--- config.mk ---
export PLATFORM = sky130hd
export DESIGN_NAME = can_decoder
export DESIGN_NICKNAME = d
export VERILOG_FILES = /design/src/rtl/can_pkg.sv /design/src/rtl/can_decoder_destuffer.sv /design/src/rtl/can_decoder.sv
export SDC_FILE = /design/constraint.sdc
export NUM_CORES = 1
export LEC_CHECK = 0
export ABC_CLOCK_PERIOD_IN_PS = 4000
export BUFFER_PORTS_ARGS = -buffer_cell sky130_fd_sc_hd__buf_2
export CAP_MARGIN = 40
export CORE_MARGIN = 2
export CORE_UTILIZATION = 34
export CTS_BUF_LIST = sky130_fd_sc_hd__clkbuf_4
export CTS_CLUSTER_DIAMETER = 40
export DETAILED_ROUTE_END_ITERATION = 8
export GPL_ROUTABILITY_DRIVEN = 0
export GPL_TIMING_DRIVEN = 0
export SLEW_MARGIN = 5
export SYNTH_ARGS = -nofsm -noshare
export SYNTH_HDL_FRONTEND = slang
export SYNTH_HIERARCHICAL = 1
export SYNTH_SLANG_ARGS = --single-unit
export TNS_END_PERCENT = 10
--- constraint.sdc ---
create_clock -name clock -period 4 [get_ports clock]
set_input_delay 0.8 -clock clock [delete_from_list [all_inputs] [get_ports clock]]
set_output_delay 0.8 -clock clock [all_outputs]
set_load 0.01 [all_outputs]
--- src/rtl/can_pkg.sv ---
// rtl/can_pkg.sv - shared CAN decoder types, field widths and frame constants
package can_pkg;

  typedef enum logic [4:0] {
    IDLE, ID_A, RTR_SRR, IDE, ID_B, RTR, R1, R0, DLC, DATA,
    CRC, CRC_DELIM, ACK_SLOT, ACK_DELIM, EOF, INTERMISSION, ERROR
  } state_e;

  localparam int ID_A_W           = 11;
  localparam int ID_B_W           = 18;
  localparam int DLC_W            = 4;
  localparam int DATA_W           = 64;
  localparam int CRC_W            = 15;
  localparam int STUFF_LIMIT      = 5;
  localparam int EOF_LEN          = 7;
  localparam int INTERMISSION_LEN = 3;
  localparam int MAX_DATA_BYTES   = 8;

  typedef struct packed {
    logic              sof;
    logic [ID_A_W-1:0] id_a;
    logic              rtr_srr_temp;
    logic              ide;
    logic              rtr;
    logic              srr;
    logic              r1;
    logic              r0;
    logic [ID_B_W-1:0] id_b;
    logic [DLC_W-1:0]  dlc;
    logic [DATA_W-1:0] data;
    logic [CRC_W-1:0]  crc;
    logic              crc_delim;
    logic              ack_slot;
    logic              ack_delim;
  } fields_t;

  // Number of data bits carried by the frame; remote frames carry none and
  // DLC codes above 8 still mean 8 bytes.
  function automatic logic [6:0] data_bits(input logic rtr, input logic [DLC_W-1:0] dlc);
    if (rtr) begin
      return 7'd0;
    end else if (dlc > 4'(MAX_DATA_BYTES)) begin
      return 7'(MAX_DATA_BYTES * 8);
    end else begin
      return {dlc, 3'b000};
    end
  endfunction

endpackage

--- src/rtl/can_decoder_destuffer.sv ---
// rtl/can_decoder_destuffer.sv - sample strobe edge detect and CAN bit destuffing
module can_bit_destuffer
  import can_pkg::*;
(
  input  logic clock,
  input  logic reset,
  input  logic rx_bit_i,
  input  logic sample_point_i,
  input  logic sof_arm_i,
  input  logic destuff_en_i,
  output logic bit_stb_o,
  output logic stuff_bit_o,
  output logic stuff_err_o
);

  logic       sp_q;
  logic       last_q, last_d;
  logic [2:0] run_q, run_d;
  logic       at_limit;

  assign bit_stb_o   = sample_point_i & ~sp_q;
  assign at_limit    = (run_q == 3'(STUFF_LIMIT));
  assign stuff_bit_o = bit_stb_o & destuff_en_i & at_limit & (rx_bit_i != last_q);
  assign stuff_err_o = bit_stb_o & destuff_en_i & at_limit & (rx_bit_i == last_q);

  // Track the current run of equal bits; a stuff bit starts a fresh run of one.
  always_comb begin
    last_d = last_q;
    run_d  = run_q;
    if (bit_stb_o) begin
      if (sof_arm_i && !rx_bit_i) begin
        last_d = 1'b0;
        run_d  = 3'd1;
      end else if (destuff_en_i) begin
        if (at_limit || (rx_bit_i != last_q)) begin
          last_d = rx_bit_i;
          run_d  = 3'd1;
        end else begin
          run_d = run_q + 3'd1;
        end
      end
    end
  end

  // Strobe history and run state registers.
  always_ff @(posedge clock or negedge reset) begin
    if (!reset) begin
      sp_q   <= 1'b0;
      last_q <= 1'b1;
      run_q  <= 3'd0;
    end else begin
      sp_q   <= sample_point_i;
      last_q <= last_d;
      run_q  <= run_d;
    end
  end

endmodule

--- src/rtl/can_decoder.sv ---
// rtl/can_decoder.sv - CAN frame field decoder driven by bit sample strobes
module can_decoder
  import can_pkg::*;
(
  input  logic                clock,
  input  logic                reset,
  input  logic                rx_bit,
  input  logic                sample_point,
  output logic                field_start_of_frame,
  output logic [ID_A_W-1:0]   field_id_a,
  output logic                field_ide,
  output logic                field_rtr,
  output logic                field_srr,
  output logic                field_reserved1,
  output logic                field_reserved0,
  output logic [ID_B_W-1:0]   field_id_b,
  output logic [DLC_W-1:0]    field_dlc,
  output logic [DATA_W-1:0]   field_data,
  output logic [CRC_W-1:0]    field_crc,
  output logic                field_crc_delimiter,
  output logic                field_ack_slot,
  output logic                field_ack_delimiter,
  output logic                rtr_srr_temp
);

  state_e     state_q, state_d;
  logic [6:0] cnt_q, cnt_d, cnt_inc, nbits;
  fields_t    f_q, f_d;
  logic       bit_stb, stuff_bit, stuff_err, sof_arm, destuff_en;

  assign sof_arm    = state_q inside {IDLE, INTERMISSION};
  assign destuff_en = state_q inside {ID_A, RTR_SRR, IDE, ID_B, RTR, R1, R0, DLC, DATA, CRC};
  assign cnt_inc    = cnt_q + 7'd1;
  assign nbits      = data_bits(f_q.rtr, f_q.dlc);

  can_bit_destuffer u_destuffer (
    .clock          (clock),
    .reset          (reset),
    .rx_bit_i       (rx_bit),
    .sample_point_i (sample_point),
    .sof_arm_i      (sof_arm),
    .destuff_en_i   (destuff_en),
    .bit_stb_o      (bit_stb),
    .stuff_bit_o    (stuff_bit),
    .stuff_err_o    (stuff_err)
  );

  // Frame walker: one data bit per strobe, stuff bits skipped, fields shifted MSB first.
  always_comb begin
    state_d = state_q;
    cnt_d   = cnt_q;
    f_d     = f_q;
    if (bit_stb) begin
      if (stuff_err) begin
        state_d = ERROR;
        cnt_d   = '0;
      end else if (!stuff_bit) begin
        unique case (state_q)
          IDLE, INTERMISSION: begin
            if (!rx_bit) begin
              f_d     = '0;
              state_d = ID_A;
              cnt_d   = '0;
            end else if (state_q == INTERMISSION) begin
              if (cnt_q == 7'(INTERMISSION_LEN - 1)) begin
                state_d = IDLE;
                cnt_d   = '0;
              end else cnt_d = cnt_inc;
            end
          end
          ID_A: begin
            f_d.id_a = {f_q.id_a[ID_A_W-2:0], rx_bit};
            if (cnt_q == 7'(ID_A_W - 1)) begin
              state_d = RTR_SRR;
              cnt_d   = '0;
            end else cnt_d = cnt_inc;
          end
          RTR_SRR: begin
            f_d.rtr_srr_temp = rx_bit;
            state_d = IDE;
          end
          IDE: begin
            f_d.ide = rx_bit;
            if (!rx_bit) begin
              f_d.rtr = f_q.rtr_srr_temp;
              f_d.srr = 1'b0;
              state_d = R0;
            end else begin
              f_d.srr = f_q.rtr_srr_temp;
              state_d = ID_B;
            end
          end
          ID_B: begin
            f_d.id_b = {f_q.id_b[ID_B_W-2:0], rx_bit};
            if (cnt_q == 7'(ID_B_W - 1)) begin
              state_d = RTR;
              cnt_d   = '0;
            end else cnt_d = cnt_inc;
          end
          RTR: begin
            f_d.rtr = rx_bit;
            state_d = R1;
          end
          R1: begin
            f_d.r1  = rx_bit;
            state_d = R0;
          end
          R0: begin
            f_d.r0  = rx_bit;
            state_d = DLC;
          end
          DLC: begin
            f_d.dlc = {f_q.dlc[DLC_W-2:0], rx_bit};
            if (cnt_q == 7'(DLC_W - 1)) begin
              cnt_d   = '0;
              state_d = (data_bits(f_q.rtr, f_d.dlc) == 7'd0) ? CRC : DATA;
            end else cnt_d = cnt_inc;
          end
          DATA: begin
            f_d.data = {f_q.data[DATA_W-2:0], rx_bit};
            if (cnt_q == nbits - 7'd1) begin
              state_d = CRC;
              cnt_d   = '0;
            end else cnt_d = cnt_inc;
          end
          CRC: begin
            f_d.crc = {f_q.crc[CRC_W-2:0], rx_bit};
            if (cnt_q == 7'(CRC_W - 1)) begin
              state_d = CRC_DELIM;
              cnt_d   = '0;
            end else cnt_d = cnt_inc;
          end
          CRC_DELIM: begin
            f_d.crc_delim = rx_bit;
            state_d = rx_bit ? ACK_SLOT : ERROR;
          end
          ACK_SLOT: begin
            f_d.ack_slot = rx_bit;
            state_d = ACK_DELIM;
          end
          ACK_DELIM: begin
            f_d.ack_delim = rx_bit;
            state_d = rx_bit ? EOF : ERROR;
          end
          EOF: begin
            if (!rx_bit) begin
              state_d = ERROR;
              cnt_d   = '0;
            end else if (cnt_q == 7'(EOF_LEN - 1)) begin
              state_d = INTERMISSION;
              cnt_d   = '0;
            end else cnt_d = cnt_inc;
          end
          ERROR: begin
            if (!rx_bit) begin
              cnt_d = '0;
            end else if (cnt_q == 7'(EOF_LEN - 1)) begin
              state_d = IDLE;
              cnt_d   = '0;
            end else cnt_d = cnt_inc;
          end
          default: begin
            state_d = IDLE;
            cnt_d   = '0;
          end
        endcase
      end
    end
  end

  // State, bit counter and field registers.
  always_ff @(posedge clock or negedge reset) begin
    if (!reset) begin
      state_q <= IDLE;
      cnt_q   <= '0;
      f_q     <= '0;
    end else begin
      state_q <= state_d;
      cnt_q   <= cnt_d;
      f_q     <= f_d;
    end
  end

  assign field_start_of_frame = f_q.sof;
  assign field_id_a           = f_q.id_a;
  assign field_ide            = f_q.ide;
  assign field_rtr            = f_q.rtr;
  assign field_srr            = f_q.srr;
  assign field_reserved1      = f_q.r1;
  assign field_reserved0      = f_q.r0;
  assign field_id_b           = f_q.id_b;
  assign field_dlc            = f_q.dlc;
  assign field_data           = f_q.data;
  assign field_crc            = f_q.crc;
  assign field_crc_delimiter  = f_q.crc_delim;
  assign field_ack_slot       = f_q.ack_slot;
  assign field_ack_delimiter  = f_q.ack_delim;
  assign rtr_srr_temp         = f_q.rtr_srr_temp;

endmodule

==> results.json <==
{
  "power_switching_uw": 1540,
  "via_count_of_the_first_global_routing_pass": 5391,
  "std_cell_rows": 50,
  "mappedNetlistNets": 736,
  "sw_frac_of_total": 0.391,
  "timing_worst_slew_pin_value_ns": 0.661,
  "fin_crit_sh": 0.875,
  "setup.worst_path.class": "register to register",
  "first_pass_iters": 5,
  "seq_power_share": 0.415,
  "pwr_density_cell_nw_per_um2": 500,
  "worst_setup_path_startpoint": "state_q[1]",
  "placement.setup.worst_slack_ns": 0.00364,
  "initial_core_util": 0.349,
  "cts.root.buffer_cell": "sky130_fd_sc_hd__clkbuf_4",
  "die-height_microns": 143,
  "detailed_route_wire_length_per_cell_microns": 15.4,
  "globalRoute.totalOverflow": 0,
  "worst_path_most_repeated_cell": "sky130_fd_sc_hd__buf_2",
  "synth_seq_cells": 138,
  "numCtsBuffers": 17,
  "r2r-start": "state_q[1]",
  "floorplan.die_area_sq_um": 20500,
  "synth.top_cell.area_share": 0.520,
  "grt_util_all_layers": 0.174,
  "antenna_found_initial": 1,
  "postRouteWirelength_mm": 17.6,
  "critPathSlowestCell": "sky130_fd_sc_hd__nor4_1",
  "drive_gt1_frac": 0.244,
  "clock_latency_ns": 0.54,
  "final_sum_of_negative_setup_slack_ns": 0,
  "cts_htree_levels": 4,
  "grt_pass1_wl_mm": 28.4,
  "synth-warning-count": 6,
  "timing_hold_violations_final": 0,
  "worstPathMaxFanout": 10,
  "maxClockFrequency_mhz": 286,
  "worst_max_slew_margin_expressed_relative_to_the_limit": 0.559,
  "dr_total_vias": 5724,
  "clock_tree.buffer_depth": 2,
  "critical_path.cell_chain": "buf_2 > buf_2 > nor4_1 > nor3_2 > nand4_1 > nor2b_1 > clkbuf_2 > or2_2 > a21o_4 > nor3_1 > buf_6 > clkbuf_1 > o21ai_1",
  "max_cap_viol_count": 0,
  "worst_path_largest_cell_delay_ns": 0.44,
  "synth_top_flop_cell": "sky130_fd_sc_hd__dfrtp_1",
  "setup-violations-final": 0,
  "internal_power_component_uw": 2400,
  "finalNetCount": 878,
  "synth-adder-area-share": 0.0129,
  "p_comb_frac": 0.337,
  "final_core_util": 0.417,
  "timing.final.max_slew_violations": 0,
  "synth-edff-count": 0,
  "distinct_cell_type_count_after_synthesis": 70,
  "post_synth_inst_count": 726,
  "antenna_violating_nets_post_route": 0,
  "hold_class": "input pin to async pin",
  "post_synth.cell_area_avg_sq_um": 9.08,
  "cts_num_sinks": 138,
  "num-fill-cells": 1969,
  "grt_setup_unrepaired": "false",
  "run_status": "completed",
  "timing.critical_path.from_type": "register",
  "dp.final_hpwl_mm": 12.2,
  "leakagePower_uw": 0.00374,
  "dieWidth_microns": 143,
  "io_pins": 126,
  "drt_iter0_drc": 437,
  "synth.yosys.seq_area_share": 0.524,
  "syn_to_final_growth_pct": 19.4,
  "synth_compound_gate_area_share": 0.198,
  "netlist_area_sq_um": 6600,
  "cp.arrival_ns": 3.91,
  "tritoncts": "yes",
  "multiplexer_area_fraction_after_synthesis": 0.00228,
  "worstPathRequired_ns": 4.41,
  "synth_async_sr_flop_share": 1.00,
  "drcViolationCount": 0,
  "synth_top_cells_by_area": "sky130_fd_sc_hd__dfrtp_1, sky130_fd_sc_hd__nand2_1, sky130_fd_sc_hd__o21ai_0",
  "buffer_ports.inserted": 124,
  "dominant_combinational_cell_family_by_area_after_synthesis": "simple AND/OR/NAND/NOR gates",
  "clkPwrFrac": 0.248,
  "post_synth_xor_xnor_area": 0.00930,
  "clk_pin_slew_ns": 0.13,
  "cts_hold_buf": 0,
  "highest_ir_drop_seen_on_vdd_mv": 0.237,
  "largest_net_degree_at_the_start_of_global_routing": 71,
  "avgViaCountPerCell": 5.01,
  "floorplan.core_area_sq_um": 18900,
  "netlist.top_cell.by_area": "sky130_fd_sc_hd__dfrtp_1",
  "timing.critical_path.to_type": "register",
  "post_synth_and_or_nand_nor_area_fraction": 0.204,
  "fin_crit_ns": 3.50,
  "fin_ws_ns": 0.501,
  "worst_clock_skew_ns": 0.0222
}
## cell type report
class | instances | area (sq um) | area share
Clock buffer | 18 | 135 | 0.0172
Buffer | 52 | 270 | 0.0343
Sequential cell | 138 | 3450 | 0.439
Inverter | 13 | 48.8 | 0.00620
Timing Repair Buffer | 125 | 654 | 0.0831
Tap cell | 260 | 325 | 0.0413
Antenna cell | 1 | 2.50 | 0.000318
Clock inverter | 14 | 163 | 0.0207
Multi-Input combinational cell | 521 | 2820 | 0.358
## worst max-delay path, delay by kind of cell (launching register included)
| family | cells | cell delay, ns |
|---|---|---|
| buffers and inverters | 5 | 1.13 |
| and+or+nand+nor | 6 | 1.46 |
| AOI/OAI and AO/OA | 2 | 0.37 |
| DFF | 1 | 0.40 |
## placed cells by master, fill, tap and decap left out, drive strengths merged, types with 4 or more instances in the layout
master,instances
a211oi,5
a21o,5
a21oi,13
a22o,22
buf,158
clkbuf,37
clkinv,5
dfrtp,137
ha,6
inv,18
nand2,211
nand2b,8
nand3,9
nor2,28
nor2b,6
nor3,15
o21ai,120
o221ai,5
o32ai,4
xnor2,4
## repair_timing
item,CTS,global route
buffers inserted,0,0
setup endpoints to repair,3,67
gates resized for setup,2,3
## sequential cells by signal (all words and copies together) (netlist names), 3 cells and up
register           flops
cnt_q                  7
field_crc             15
field_data            64
field_dlc              4
field_id_a            11
field_id_b            18
state_q                5
u_destuffer/run_q      3
## power by group through the flow
stage	clock network, uW	logic (uW)	registers, uW
detailed placement	0	1320	1660
CTS	1010	1320	1640
floorplan	0	917	1670
global route	1080	1460	1650
finish	975	1330	1640
global placement	0	1300	1660
## synth_stat cells (all sizes together), types with 2 or more instances
library cell	number
a2111oi	3
a211oi	5
a21o	5
a21oi	13
a22o	22
a22oi	2
a2bb2oi	2
a31oi	2
and2	3
and3	2
buf	33
clkbuf	21
dfrtp	137
ha	6
inv	13
nand2	211
nand2b	8
nand3	9
nand4	3
nor2	28
nor2b	6
nor3	15
nor3b	3
nor4	3
nor4b	2
o211ai	3
o21a	3
o21ai	120
o221ai	5
o32ai	4
or2	2
or3	3
or3b	2
or4	2
xnor2	4
xor2	3
## stage by stage
step / cells / instance area [sq um] / power, uW / hold slack (ns)
after CTS: 1143 / 7880 / 3970 / 0.203
final: 1142 / 7880 / 3940 / 0.227
after global placement: 1110 / 7540 / 2960 / 0.481
after floorplan: 726 / 6600 / 2580 / 0.504
after global routing: 1142 / 7880 / 4190 / 0.215
after detailed placement: 1111 / 7570 / 2980 / 0.490
## layer usage
metal  routed length, microns  part of all wire  track usage
met1                     8310              0.47        0.240
met2                     8100              0.46        0.270
met3                      918             0.052       0.0473
met4                      224             0.013       0.0501
met5                        0                 0            0
## final timing paths
| check | cells past startpoint | end | slack (ns) |
|---|---|---|---|
| worst max-delay path | 13 | field_data[40] | 0.50 |
| worst min-delay path | 1 | u_destuffer/sp_q | 0.23 |
| worst max register to register | 13 | field_data[40] | 0.50 |
| worst min register to register | 2 | field_data[50] | 0.50 |
| max in group asynchronous | 2 | field_data[0] | 2.98 |
| min in group clock | 1 | u_destuffer/sp_q | 0.37 |
## cell families (layout without fill, tap and decap cells)
family / count (synthesis) / in the layout
and+or+nand+nor: 305 / 305
AOI/OAI and AO/OA: 200 / 200
DFF: 138 / 138
buffers and inverters: 67 / 222
adders and majority gates: 7 / 7
xor gates and xnor gates: 7 / 7
other: 1 / 2
muxes: 1 / 1
(Power assumes the default switching activity.)
